===== config.mk =====
export PLATFORM = sky130hd
export DESIGN_NAME = wb_forward_pipe_flat
export DESIGN_NICKNAME = d
export VERILOG_FILES = /design/src/rtl/wb_forward_pipe_if.sv /design/src/rtl/wb_forward_pipe.sv /design/src/flat_wrapper.sv
export SDC_FILE = /design/constraint.sdc
export NUM_CORES = 1
export LEC_CHECK = 0
export ABC_AREA = 1
export BUFFER_PORTS_ARGS = -buffer_cell sky130_fd_sc_hd__clkbuf_2
export CAP_MARGIN = 0
export CORE_MARGIN = 5
export CORE_UTILIZATION = 49
export DETAILED_ROUTE_END_ITERATION = 8
export PLACE_DENSITY = 0.79
export SYNTH_ARGS = -nofsm -noshare
export SYNTH_HDL_FRONTEND = slang
export SYNTH_SLANG_ARGS = --single-unit

===== constraint.sdc =====
create_clock -name clk -period 2.1 [get_ports clk]
set_clock_uncertainty 0.15 [all_clocks]
set_input_delay 0.42 -clock clk [delete_from_list [all_inputs] [get_ports clk]]
set_output_delay 0.42 -clock clk [all_outputs]
set_load 0.005 [all_outputs]

===== src/rtl/wb_forward_pipe_if.sv =====
// Bundle of the EX-side inputs, data-memory signals and forwarding outputs of
// wb_forward_pipe. The slave modport is the pipe itself; master is the driver.
interface wb_forward_pipe_if #(
  parameter int unsigned XLEN  = 32,
  parameter int unsigned CNT_W = 32
);
  logic            ex_valid;
  logic [4:0]      ex_rd;
  logic            ex_reg_write;
  logic            ex_mem_read;
  logic [XLEN-1:0] ex_alu_result;
  logic [XLEN-1:0] mem_read_data;
  logic            mem_stall;

  logic [4:0]       EX_MEM_rd;
  logic             EX_MEM_reg_write;
  logic [XLEN-1:0]  EX_MEM_fwd_data;
  logic             EX_MEM_load_pending;
  logic [4:0]       MEM_WB_rd;
  logic             MEM_WB_reg_write;
  logic [XLEN-1:0]  MEM_WB_fwd_data;
  logic [CNT_W-1:0] retired_count;

  modport master (
    output ex_valid, ex_rd, ex_reg_write, ex_mem_read, ex_alu_result,
    output mem_read_data, mem_stall,
    input  EX_MEM_rd, EX_MEM_reg_write, EX_MEM_fwd_data, EX_MEM_load_pending,
    input  MEM_WB_rd, MEM_WB_reg_write, MEM_WB_fwd_data, retired_count
  );

  modport slave (
    input  ex_valid, ex_rd, ex_reg_write, ex_mem_read, ex_alu_result,
    input  mem_read_data, mem_stall,
    output EX_MEM_rd, EX_MEM_reg_write, EX_MEM_fwd_data, EX_MEM_load_pending,
    output MEM_WB_rd, MEM_WB_reg_write, MEM_WB_fwd_data, retired_count
  );
endinterface


===== src/rtl/wb_forward_pipe.sv =====
// EX/MEM and MEM/WB pipeline registers plus forwarding-enable decode, a
// pending-load flag for hazard detection and a retired-instruction counter.
module wb_forward_pipe #(
  parameter int unsigned XLEN  = 32,
  parameter int unsigned CNT_W = 32
) (
  input logic              clk,
  input logic              reset,
  wb_forward_pipe_if.slave bus
);

  logic            em_valid_q;
  logic [4:0]      em_rd_q;
  logic            em_reg_write_q;
  logic            em_mem_read_q;
  logic [XLEN-1:0] em_data_q;

  logic            wb_valid_q;
  logic [4:0]      wb_rd_q;
  logic            wb_reg_write_q;
  logic [XLEN-1:0] wb_data_q;
  logic [XLEN-1:0] wb_data_d;

  logic [CNT_W-1:0] cnt_q;

  // Loads take the memory read data; everything else writes back the ALU result.
  always_comb begin
    wb_data_d = em_data_q;
    if (em_mem_read_q) begin
      wb_data_d = bus.mem_read_data;
    end
  end

  // EX/MEM register: freezes while data memory is busy.
  always_ff @(posedge clk or negedge reset) begin
    if (!reset) begin
      em_valid_q     <= 1'b0;
      em_rd_q        <= 5'd0;
      em_reg_write_q <= 1'b0;
      em_mem_read_q  <= 1'b0;
      em_data_q      <= '0;
    end else if (!bus.mem_stall) begin
      em_valid_q     <= bus.ex_valid;
      em_rd_q        <= bus.ex_rd;
      em_reg_write_q <= bus.ex_reg_write;
      em_mem_read_q  <= bus.ex_mem_read;
      em_data_q      <= bus.ex_alu_result;
    end
  end

  // MEM/WB register: a stall inserts a bubble instead of holding.
  always_ff @(posedge clk or negedge reset) begin
    if (!reset) begin
      wb_valid_q     <= 1'b0;
      wb_rd_q        <= 5'd0;
      wb_reg_write_q <= 1'b0;
      wb_data_q      <= '0;
    end else if (bus.mem_stall) begin
      wb_valid_q     <= 1'b0;
      wb_rd_q        <= 5'd0;
      wb_reg_write_q <= 1'b0;
      wb_data_q      <= '0;
    end else begin
      wb_valid_q     <= em_valid_q;
      wb_rd_q        <= em_rd_q;
      wb_reg_write_q <= em_reg_write_q;
      wb_data_q      <= wb_data_d;
    end
  end

  // Retired counter: counts whatever valid instruction sits in WB at the edge.
  always_ff @(posedge clk or negedge reset) begin
    if (!reset) begin
      cnt_q <= '0;
    end else if (wb_valid_q) begin
      cnt_q <= cnt_q + CNT_W'(1);
    end
  end

  // Output decode from registers only; rd==0 never enables a write or forward.
  assign bus.EX_MEM_rd           = em_rd_q;
  assign bus.EX_MEM_fwd_data     = em_data_q;
  assign bus.EX_MEM_reg_write    = em_valid_q & em_reg_write_q & ~em_mem_read_q &
                                   (em_rd_q != 5'd0);
  assign bus.EX_MEM_load_pending = em_valid_q & em_reg_write_q & em_mem_read_q &
                                   (em_rd_q != 5'd0);
  assign bus.MEM_WB_rd           = wb_rd_q;
  assign bus.MEM_WB_reg_write    = wb_valid_q & wb_reg_write_q & (wb_rd_q != 5'd0);
  assign bus.MEM_WB_fwd_data     = wb_data_q;
  assign bus.retired_count       = cnt_q;

endmodule


===== src/flat_wrapper.sv =====
// flat-port wrapper written by rule: the top's interface ports become plain ports
module wb_forward_pipe_flat 
#(
  parameter int unsigned XLEN  = 32,
  parameter int unsigned CNT_W = 32
)
  (clk, reset, bus_ex_valid, bus_ex_rd, bus_ex_reg_write, bus_ex_mem_read, bus_ex_alu_result, bus_mem_read_data, bus_mem_stall, bus_EX_MEM_rd, bus_EX_MEM_reg_write, bus_EX_MEM_fwd_data, bus_EX_MEM_load_pending, bus_MEM_WB_rd, bus_MEM_WB_reg_write, bus_MEM_WB_fwd_data, bus_retired_count);
  wb_forward_pipe_if #(.XLEN(XLEN), .CNT_W(CNT_W)) bus_i ();
  input logic clk;
  input logic reset;
  input wire logic [$bits(bus_i.ex_valid)-1:0] bus_ex_valid;
  input wire logic [$bits(bus_i.ex_rd)-1:0] bus_ex_rd;
  input wire logic [$bits(bus_i.ex_reg_write)-1:0] bus_ex_reg_write;
  input wire logic [$bits(bus_i.ex_mem_read)-1:0] bus_ex_mem_read;
  input wire logic [$bits(bus_i.ex_alu_result)-1:0] bus_ex_alu_result;
  input wire logic [$bits(bus_i.mem_read_data)-1:0] bus_mem_read_data;
  input wire logic [$bits(bus_i.mem_stall)-1:0] bus_mem_stall;
  output wire logic [$bits(bus_i.EX_MEM_rd)-1:0] bus_EX_MEM_rd;
  output wire logic [$bits(bus_i.EX_MEM_reg_write)-1:0] bus_EX_MEM_reg_write;
  output wire logic [$bits(bus_i.EX_MEM_fwd_data)-1:0] bus_EX_MEM_fwd_data;
  output wire logic [$bits(bus_i.EX_MEM_load_pending)-1:0] bus_EX_MEM_load_pending;
  output wire logic [$bits(bus_i.MEM_WB_rd)-1:0] bus_MEM_WB_rd;
  output wire logic [$bits(bus_i.MEM_WB_reg_write)-1:0] bus_MEM_WB_reg_write;
  output wire logic [$bits(bus_i.MEM_WB_fwd_data)-1:0] bus_MEM_WB_fwd_data;
  output wire logic [$bits(bus_i.retired_count)-1:0] bus_retired_count;
  assign bus_i.ex_valid = bus_ex_valid;
  assign bus_i.ex_rd = bus_ex_rd;
  assign bus_i.ex_reg_write = bus_ex_reg_write;
  assign bus_i.ex_mem_read = bus_ex_mem_read;
  assign bus_i.ex_alu_result = bus_ex_alu_result;
  assign bus_i.mem_read_data = bus_mem_read_data;
  assign bus_i.mem_stall = bus_mem_stall;
  assign bus_EX_MEM_rd = bus_i.EX_MEM_rd;
  assign bus_EX_MEM_reg_write = bus_i.EX_MEM_reg_write;
  assign bus_EX_MEM_fwd_data = bus_i.EX_MEM_fwd_data;
  assign bus_EX_MEM_load_pending = bus_i.EX_MEM_load_pending;
  assign bus_MEM_WB_rd = bus_i.MEM_WB_rd;
  assign bus_MEM_WB_reg_write = bus_i.MEM_WB_reg_write;
  assign bus_MEM_WB_fwd_data = bus_i.MEM_WB_fwd_data;
  assign bus_retired_count = bus_i.retired_count;
  wb_forward_pipe #(.XLEN(XLEN), .CNT_W(CNT_W)) u_core (.clk(clk), .reset(reset), .bus(bus_i));
endmodule

# Word level (Yosys, flattened, before mapping)
# Cells that the tools add are included.
word_totals:
  regBits: 111
  latchBits: 0
  ram_bits: 0
  rom_bits: 0
  input_bits: 75
  output_inout_bits: 109
  elab_cells: 26
  memories: 0
classes:
  n_addsub: 1
  mul: 0
  n_div: 0
  magnitude_cmp: 0
  eq_ne: 0
  shift: 0
  n_mux: 5
  n_bitwise: 8
  n_reduce_logical: 2
op_table:
  columns: ["operator", "count"]
  rows:
  - ["$mux W32", 2]
  - ["$add A32 B1 Y32 const B", 1]
  - ["$reduce_bool A5 Y1", 2]
  - ["$and A1 B1 Y1", 7]
  - ["$mux W5", 1]
  - ["$mux W1", 2]
  - ["$not A1 Y1", 1]

# Logic depth before layout (Yosys ltp)
# Gate-level depths: netlist of the first run.
logic_depth:
  depth_word: 3
  depth_mapped: 10
  depth_no_buf: 9

# Worst setup path after synthesis of the first run
# OpenSTA, ideal clock, no wires.
synth_path:
  kind: "register -> output"
  start: "reg u_core.em_mem_read_q"
  end: "out bus_EX_MEM_reg_write"
  arrival_time_ps: 978
  required_time_ps: 1530
  path_slack_ps: 552
  stages_incl_launch_ff: 6
  path_buffers: 2
  path_cell_list: "dfrtp_1 buf_2 clkinv_1 clkbuf_1 nand2_1 inv_1"
synth_between:
  elab_chain_len: 3
synth_lines:
  columns: ["element", "line", "source"]
  rows:
  - ["from (decl)", "wb_forward_pipe.sv:15", "logic em_mem_read_q;"]
  - ["from (signal assigned)", "wb_forward_pipe.sv:46", "em_mem_read_q <= bus.ex_mem_read;"]
  - ["$not A1 Y1", "wb_forward_pipe.sv:83", "assign bus.EX_MEM_reg_write = em_valid_q & em_reg_write_q & ~em_mem_read_q &"]
  - ["$and A1 B1 Y1 (2 in series)", "wb_forward_pipe.sv:83", null]
  - ["to (decl)", "flat_wrapper.sv:19", "output wire logic [$bits(bus_i.EX_MEM_reg_write)-1:0] bus_EX_MEM_reg_write;"]
# Every way passes these cells.

# Worst setup path in the final report of the first run
layout_path:
  start: "reg u_core.em_rd_q[1], in the netlist u_core.bus.EX_MEM_rd[1]"
  end: "out bus_EX_MEM_reg_write"
layout_between:
  elab_chain_len: 2
layout_lines:
  columns: ["element", "line", "source"]
  rows:
  - ["from (decl)", "wb_forward_pipe.sv:13", "logic [4:0] em_rd_q;"]
  - ["from (signal assigned)", "wb_forward_pipe.sv:44", "em_rd_q <= bus.ex_rd;"]
  - ["$reduce_bool A5 Y1", "wb_forward_pipe.sv:84", "(em_rd_q != 5'd0);"]
  - ["$and A1 B1 Y1", "wb_forward_pipe.sv:83", null]
# Every way passes these cells.

==> results.txt, run 1 <==
The worst stage delay on the critical path came out at roughly 0.40 ns. VDD sags by at most 0.000716 V. The per-cell via count in the routed design came out at approximately 4.9.

In this run, distinct cell masters in the synthesized netlist total 25. The clock tree root buffer cell is sky130_fd_sc_hd__clkbuf_8. The tightest min-delay check is of the in -> reg type. The share of cells above drive strength 1 is between 30 and 40%. The final layout contains between 700 and 800 nets. Setup repair after global routing could not meet its margin everywhere. The net count of the mapped netlist came out at approximately 570. The layer carrying the most global-route usage is met2.

The clock net in this run drives a total of roughly 110 sinks. Counting the fill cells in the layout gives between 700 and 800. STA puts the critical path data required time at 1.53 ns. Summed over all nets, the half-perimeter wirelength after detailed placement is 9.32 mm. The transition at the pin with the smallest max-transition slack is 0.521 ns. The total die area came out at between 10000 and 15000 sq um. In this run the tightest slew margin relative to its limit is between 60% and 70%.

The first-pass detailed-route iteration total came out at 4. The number of antenna violations at the first check in global routing came to 0. The number of max-capacitance violations reported came out at 0. The routed design has 12.0 mm of wire. The cell area after technology mapping came out at ~4800 sq um.

The post-synthesis cell count is around 490. The utilization of the core after routing came out at between 60 and 70%. The relative area change from synthesis to final layout is 29.0%.

The flow ran to the end, and the final reports show no timing, DRC or antenna violations. The maximum clock insertion buffer count came out at 2. The CTS H-tree depth is 3. The number of hold violations in the final report is 0.

Buffers inserted during clock tree synthesis total 9. The power per standard cell area came out at between 700 and 800 nW/um^2. The worst-path cell with the longest stage delay is sky130_fd_sc_hd__dfrtp_1. The signal on the critical path passes through inv_2 > nand4_1 > o211ai_1 > inv_1 > nand2_1 > inv_1 > clkbuf_2.

The met2 track utilization from global routing is between 30% and 40%. The routing usage on met3 is under 10%. The cell occurring most often along the worst timing path is sky130_fd_sc_hd__inv_1. The clock latency reported for the late side of the worst-skew pair came out at between 0.3 and 0.4 ns. Once placement finished, the instance area stood at roughly 5900 sq um. Setup violations remaining at the end of the flow were counted as 0.

The initial core utilization came out at around half. The combined global-route utilization of all metal layers is a little over a fifth. With fillers left out, the area of the finished cells amounts to about 6100 sq um. Pin placement for this block handled between 150 and 200 I/O pins. The clock period could shrink to 2.01 ns. The diode insertion count for antenna repair came out at 0.

Yosys attributes the largest share of cell area to sky130_fd_sc_hd__dfrtp_1 (58%), sky130_fd_sc_hd__nand2_1 (9.8%), sky130_fd_sc_hd__mux2_2 (7.6%). The critical path in this run is classified as reg -> out. The data arrival time of the critical path is around 1.4 ns.

The post-route DRC violation count came out at 0. The routed via count is 3988. The via count of the first global-routing pass is approximately 4100.

Adding up every negative setup slack in the final design gives 0 ns. The ratio of final minimum period to clock period is around 96%. The count of yosys warnings during synthesis is 0.

The final number of max-transition violations is 0. The final routed wire length divided by cell count is between 10 and 15 microns. The placeable core region is 9640 sq um. Summed over all instances, the cell type with the most area after synthesis is sky130_fd_sc_hd__dfrtp_1. The analysis attributes to cell leakage a power of 3.26 nW. The synthesized flop and latch total came out at 111. The worst setup path is launched from a flip-flop. TritonCTS built the clock tree. The peak fanout along the critical path came out at 3. The synthesized area per cell came out at 9.67 sq um. After clock tree synthesis, the clock-pin slew on the worst setup and hold paths is 0.11 ns. The floorplan row count came out at 36. The maximum operating frequency is about 500 MHz. The count of buffers added on input and output ports is between 150 and 200.

The smallest hold slack came out at about 0.11 ns. The register area share after synthesis is around three fifths. The routability-driven placement congestion ratio is about 0.86. The maximum number of pins on one net before global-route repair is 55.

The DRC marker count from the first detailed-route iteration is around 120. The width of the die came out at between 100 and 150 microns. The global-route congestion overflow total came out at 0. The worst setup path is captured at an output pin. The detail route stage leaves a number of antenna-violating nets equal to 0. For this run, global-route usage on met1 was measured as roughly a quarter. The area fraction of the dominant cell type after synthesis is approximately three fifths.

The chip height came out at ~110 microns. The wire length of the first global-routing pass came out at just under 20 mm.
==> synthesized netlist by cell type <==
cell type / number
sky130_fd_sc_hd__nand2_1: 124
sky130_fd_sc_hd__dfrtp_1: 111
sky130_fd_sc_hd__inv_1: 47
sky130_fd_sc_hd__nor2_1: 41
sky130_fd_sc_hd__a21oi_1: 40
sky130_fd_sc_hd__mux2_2: 32
sky130_fd_sc_hd__nand3_1: 19
sky130_fd_sc_hd__nand4_1: 12
sky130_fd_sc_hd__xor2_1: 11
sky130_fd_sc_hd__clkbuf_1: 10
sky130_fd_sc_hd__nor2_2: 8
sky130_fd_sc_hd__xnor2_1: 8
sky130_fd_sc_hd__buf_2: 6
sky130_fd_sc_hd__nor3_1: 5
sky130_fd_sc_hd__nand2_2: 4
sky130_fd_sc_hd__nor2_4: 3
sky130_fd_sc_hd__nand3b_1: 2
sky130_fd_sc_hd__o21bai_1: 2
sky130_fd_sc_hd__buf_1: 1
sky130_fd_sc_hd__buf_6: 1
sky130_fd_sc_hd__clkinv_1: 1
sky130_fd_sc_hd__ha_1: 1
sky130_fd_sc_hd__inv_4: 1
sky130_fd_sc_hd__nand3_2: 1
sky130_fd_sc_hd__o211ai_1: 1
==> worst max-delay path: cells and delay by family (launching register included) <==
family / cells / cell delay [ns]
compound gates: 1 / 0.21
simple gates: 2 / 0.16
buf+inv: 4 / 0.30
flops: 1 / 0.40
==> layout make-up <==
type / count / area [sq um] / area share, %
clock buffer: 12 / 165 / 2.69
clock inverter: 4 / 76.3 / 1.24
inverter: 49 / 186 / 3.04
multi-input combinational: 314 / 1710 / 27.9
sequential: 111 / 2780 / 45.3
tap: 133 / 166 / 2.71
timing repair buffer: 196 / 1060 / 17.2
==> kinds of logic (layout without fill, tap and decap cells) <==
kind of cell | count (synthesis) | in the layout | synth area share [%]
AND/OR/NAND/NOR | 219 | 219 | 19.9
multiplexers | 32 | 32 | 7.58
buffers and inverters | 67 | 261 | 5.65
AO/OA/AOI/OAI | 43 | 43 | 4.68
flip-flops | 111 | 111 | 58.4
adder cells (fa/ha/maj) | 1 | 1 | 0.263
XOR/XNOR | 19 | 19 | 3.50
==> flip-flops by register name, indices dropped and copies added (netlist names) <==
signal,count
u_core.wb_reg_write_q,1
u_core.em_reg_write_q,1
u_core.bus.retired_count,32
u_core.bus.MEM_WB_rd,5
u_core.bus.EX_MEM_fwd_data,32
u_core.bus.MEM_WB_fwd_data,32
u_core.wb_valid_q,1
u_core.em_mem_read_q,1
u_core.em_valid_q,1
u_core.bus.EX_MEM_rd,5
==> final timing paths <==
check | endpoint | startpoint | depth (start not counted) | slack (ns)
setup / recovery | bus_EX_MEM_reg_write | u_core.bus.EX_MEM_rd[1] | 7 | 0.09
hold / removal | u_core.bus.MEM_WB_fwd_data[23] | bus_mem_read_data[23] | 3 | 0.11
setup reg to reg | u_core.bus.retired_count[28] | u_core.bus.retired_count[0] | 8 | 0.42
hold reg to reg | u_core.bus.retired_count[31] | u_core.bus.retired_count[31] | 2 | 0.37
max in group asynchronous | u_core.bus.MEM_WB_fwd_data[15] | reset | 3 | 0.77
min in group asynchronous | u_core.bus.retired_count[7] | reset | 2 | 0.39
==> per-layer routing <==
layer / wire length (microns) / part of all wire [%] / vias to the layer above
li1: - / - / 1935
met1: 4750 / 40 / 1878
met2: 5780 / 48 / 153
met3: 1180 / 9.9 / 22
met4: 262 / 2.2 / 0
met5: 0 / 0 / -
==> where the power goes <==
group | leakage (nW) | switching (mW) | internal (mW)
clock network | 0.119 | 0.715 | 0.773
registers | 1.41 | 0.159 | 2.33
logic | 1.74 | 0.384 | 0.349
total | 3.26 | 1.26 | 3.45
==> cell usage in the layout (no fill, tap or decap) <==
cell | synthesis | routed
sky130_fd_sc_hd__buf_2 | 6 | 1
sky130_fd_sc_hd__o21bai_1 | 2 | 2
sky130_fd_sc_hd__nand3_2 | 1 | 1
sky130_fd_sc_hd__inv_2 | 0 | 4
sky130_fd_sc_hd__clkbuf_8 | 0 | 12
sky130_fd_sc_hd__nor3_1 | 5 | 5
sky130_fd_sc_hd__buf_4 | 0 | 10
sky130_fd_sc_hd__clkbuf_2 | 0 | 181
sky130_fd_sc_hd__nor2_1 | 41 | 41
sky130_fd_sc_hd__o211ai_1 | 1 | 1
sky130_fd_sc_hd__nor2_4 | 3 | 3
sky130_fd_sc_hd__nand3_1 | 19 | 19
sky130_fd_sc_hd__clkinv_4 | 0 | 1
sky130_fd_sc_hd__nand2_1 | 124 | 124
sky130_fd_sc_hd__nand2_2 | 4 | 4
sky130_fd_sc_hd__clkinvlp_4 | 0 | 1
sky130_fd_sc_hd__inv_4 | 1 | 1
sky130_fd_sc_hd__buf_12 | 0 | 3
sky130_fd_sc_hd__dlygate4sd3_1 | 0 | 1
sky130_fd_sc_hd__clkinv_1 | 1 | 1
sky130_fd_sc_hd__bufinv_16 | 0 | 2
sky130_fd_sc_hd__xnor2_1 | 8 | 8
sky130_fd_sc_hd__a21oi_1 | 40 | 40
sky130_fd_sc_hd__mux2_2 | 32 | 32
sky130_fd_sc_hd__nor2_2 | 8 | 8
sky130_fd_sc_hd__nand4_1 | 12 | 12
sky130_fd_sc_hd__inv_1 | 47 | 43
sky130_fd_sc_hd__xor2_1 | 11 | 11
sky130_fd_sc_hd__ha_1 | 1 | 1
sky130_fd_sc_hd__dfrtp_1 | 111 | 111
sky130_fd_sc_hd__nand3b_1 | 2 | 2
==> metrics by stage <==
step | std cells | worst slack, ns | total power [mW]
2_1_floorplan | 492 | 0.552 | 2.83
4_1_cts | 816 | 0.0501 | 4.73
6_report | 819 | 0.0910 | 4.71
5_1_grt | 819 | -0.0458 | 4.94
3_3_place_gp | 799 | 0.488 | 3.23
3_5_place_dp | 799 | 0.418 | 3.26
==> timing repair <==
item                                    4_1_cts  5_1_grt
hold buffers                                  1        0
buffers inserted                              0        3
endpoints found under the hold margin        31        0
endpoints found under the setup margin        0        2
resized for setup                             0        4
(Power assumes the default switching activity.)
==> run 2, diff against run 1 <==
Settings changed: PLACE_DENSITY 0.79 to 0.8.
==> run 2 against run 1 <==
  * Critical path depth is the same
  * Sequential share of layout area rose by 0.76 points
  * Critical path type unchanged
  * Largest cell class unchanged
  * Worst hold slack better by 0.025 ns
  * Die area did not move
  * Via count down 1.4%
  * Largest power group unchanged
  * Setup slack better by 0.050 ns
  * Combinational power shrank 3%
  * Register-to-register slack barely moved
==> results.txt, run 2 (synthesis results as in run 1) <==
The ratio of final minimum period to clock period is 93.3%. The width of the die is ~110 microns. The total die area came out at between 10000 and 15000 sq um. The min-delay analysis places its worst path in the category in -> reg.

The startpoint identified for the worst register-to-register timing path is u_core.bus.retired_count[0]. The initial core utilization is roughly 50%. The count of buffers from port buffering came out at roughly 180. The worst setup path is launched from a flip-flop. The transition at the pin with the smallest max-transition slack came out at around 0.52 ns.

The CTS H-tree depth is 3. The share of cells above drive strength 1 came out at 37.2%. The first global-routing pass estimated approximately 19 mm of wire. For the worst setup path, the data required time is between 1.5 and 2 ns. The root buffer cell chosen for the clock tree is sky130_fd_sc_hd__clkbuf_8. Leaving out fill and tap cells, the most frequent cell in the layout is sky130_fd_sc_hd__clkbuf_2. The library cells used most frequently in the layout, excluding fill and tap cells, are sky130_fd_sc_hd__clkbuf_2 (181), sky130_fd_sc_hd__nand2_1 (124), sky130_fd_sc_hd__dfrtp_1 (111). The chip height came out at about 110 microns.

The first-pass detailed-route iteration total is 4. The first element of the critical path is u_core.bus.EX_MEM_rd[0]. The static leakage came out at about 3.2 nW. The post-route antenna net violation count is 0. The final critical delay including setup and external delays came out at about 2.0 ns.

The per-cell via count in the routed design is between 4 and 5. The final layout contains routed wiring with a total length of approximately 12 mm. The worst setup path is of the reg -> out kind. The run finished with clean final reports. After clock tree synthesis, the clock-pin slew on the worst setup and hold paths is 0.10 ns. The worst setup path is captured at an output pin. The data arrival time of the critical path is about 1.4 ns. The maximum clock insertion buffer count came out at 2. The initialized floorplan defines 36 standard-cell rows. For this run, the total global-route usage over all layers was measured as between 20 and 25%. The number of hold violations in the final report is 0. The maximum operating frequency came out at 511 MHz. The via count of the first global-routing pass came out at roughly 4000. The clock reaches the later pin of the worst-skew pair after around 0.35 ns. The top-level I/O count came out at 184. The routed via count came out at slightly below 4000. The power per standard cell area came out at roughly 730 nW/um^2. The total power is approximately 4.4 mW. The final number of max-transition violations came to 0.

The maximum VDD drop came out at roughly 0.00038 V. The total setup violations reported at the end of the flow is 0. The post-CTS repair timing setup buffer count is 0. The post-route DRC violation count is 0.

The clock drives roughly 110 sinks. The half-perimeter wire length of the detailed placement result came out at between 8 and 9 mm. The setup TNS after final layout is 0 ns.

The peak fanout along the critical path came out at 3. The global-route congestion overflow total is 0. Setup repair after global routing left no endpoint under its margin. The placeable core region is 9640 sq um. The diode insertion count for antenna repair came out at 0. The number of antenna violations at the first check in global routing came out at 0.

The number of nets in the final layout came out at 751. Gates resized during post-CTS repair numbered 0. The relative area change from synthesis to final layout is 26.9%.

The number of clock buffers added by TritonCTS is 9. The TritonCTS clock tree is done. The startpoint of the most critical hold path is bus_mem_read_data[21]. In this run the tightest slew margin relative to its limit is about two thirds.

The DRC marker count from the first detailed-route iteration is approximately 140. The maximum number of pins on one net before global-route repair is between 80 and 90. Across the run, the number of max-cap violations was 0. The congestion estimate from routability-driven global placement came to between 0.8 and 0.9.

The final routed wire length divided by cell count came out at roughly 14 microns.
## run 2: cell count changes in the layout (fill, tap and decap cells not counted)
cell                         previous run  this run
sky130_fd_sc_hd__buf_4                 10         4
sky130_fd_sc_hd__bufinv_16              2         0
sky130_fd_sc_hd__clkbuf_1               0         1
sky130_fd_sc_hd__clkbuf_8              12        11
sky130_fd_sc_hd__clkinv_4               1         0
sky130_fd_sc_hd__clkinvlp_4             1         4
sky130_fd_sc_hd__inv_1                 43        47
sky130_fd_sc_hd__inv_2                  4         0
## run 2: cell type report
cell class | count | area [sq um]
multi-input cells | 314 | 1710
clock buffers | 12 | 155
clock inverters | 4 | 30.0
fillers | 857 | 3600
well taps | 133 | 166
repair buffers | 190 | 1010
inverters | 49 | 186
flip-flops and latches | 111 | 2780
## run 2: stage by stage
step                setup WS (ns)  utilization [%]  cell area (sq um)  std cells  hold WS (ns)
floorplan                   0.552                -               4760        492       -0.0256
global placement            0.496             60.6               5840        796         0.255
detailed placement          0.430             60.6               5840        796         0.259
CTS                         0.105             62.6               6040        813         0.114
global route              0.00509             62.6               6040        813         0.108
finish                      0.141             62.6               6040        813         0.136
## run 2: routing by layer
metal / vias up / GRT usage [%] / wire length, microns / share of wire (%)
met5: - / 0 / 0 / 0
met4: 0 / 6.76 / 234 / 2.0
met3: 25 / 9.13 / 1260 / 11
met2: 158 / 33.1 / 5460 / 47
met1: 1831 / 24.4 / 4610 / 40
li1: 1920 / - / - / -
## run 2: critical path: stages, from the launching register on
cell,delay (ns)
sky130_fd_sc_hd__dfrtp_1,0.39
sky130_fd_sc_hd__inv_1,0.09
sky130_fd_sc_hd__nand4_1,0.10
sky130_fd_sc_hd__o211ai_1,0.17
sky130_fd_sc_hd__inv_1,0.08
sky130_fd_sc_hd__nand2_1,0.07
sky130_fd_sc_hd__inv_1,0.04
sky130_fd_sc_hd__clkbuf_2,0.10
## run 2: timing repair
| action | in CTS | in global routing |
|---|---|---|
| setup endpoints to repair | 0 | 0 |
| hold endpoints to repair | 32 | 0 |
| hold buffers | 1 | 0 |
## run 2: path summary, 6_finish.rpt
path | to | slack, ns | cells past startpoint
max in group asynchronous | u_core.bus.EX_MEM_rd[4] | 0.78 | 3
max reg2reg | u_core.bus.retired_count[20] | 0.43 | 7
min in group asynchronous | u_core.bus.MEM_WB_fwd_data[5] | 0.43 | 2
max | bus_EX_MEM_load_pending | 0.14 | 7
min | u_core.bus.MEM_WB_fwd_data[21] | 0.14 | 3
min reg2reg | u_core.wb_reg_write_q | 0.37 | 2
## run 2: power by group
part           internal, mW  total [mW]  switching, mW
Combinational         0.339       0.714          0.375
Sequential             2.33        2.48          0.159
Clock                 0.498        1.18          0.687
Total                  3.16        4.38           1.22
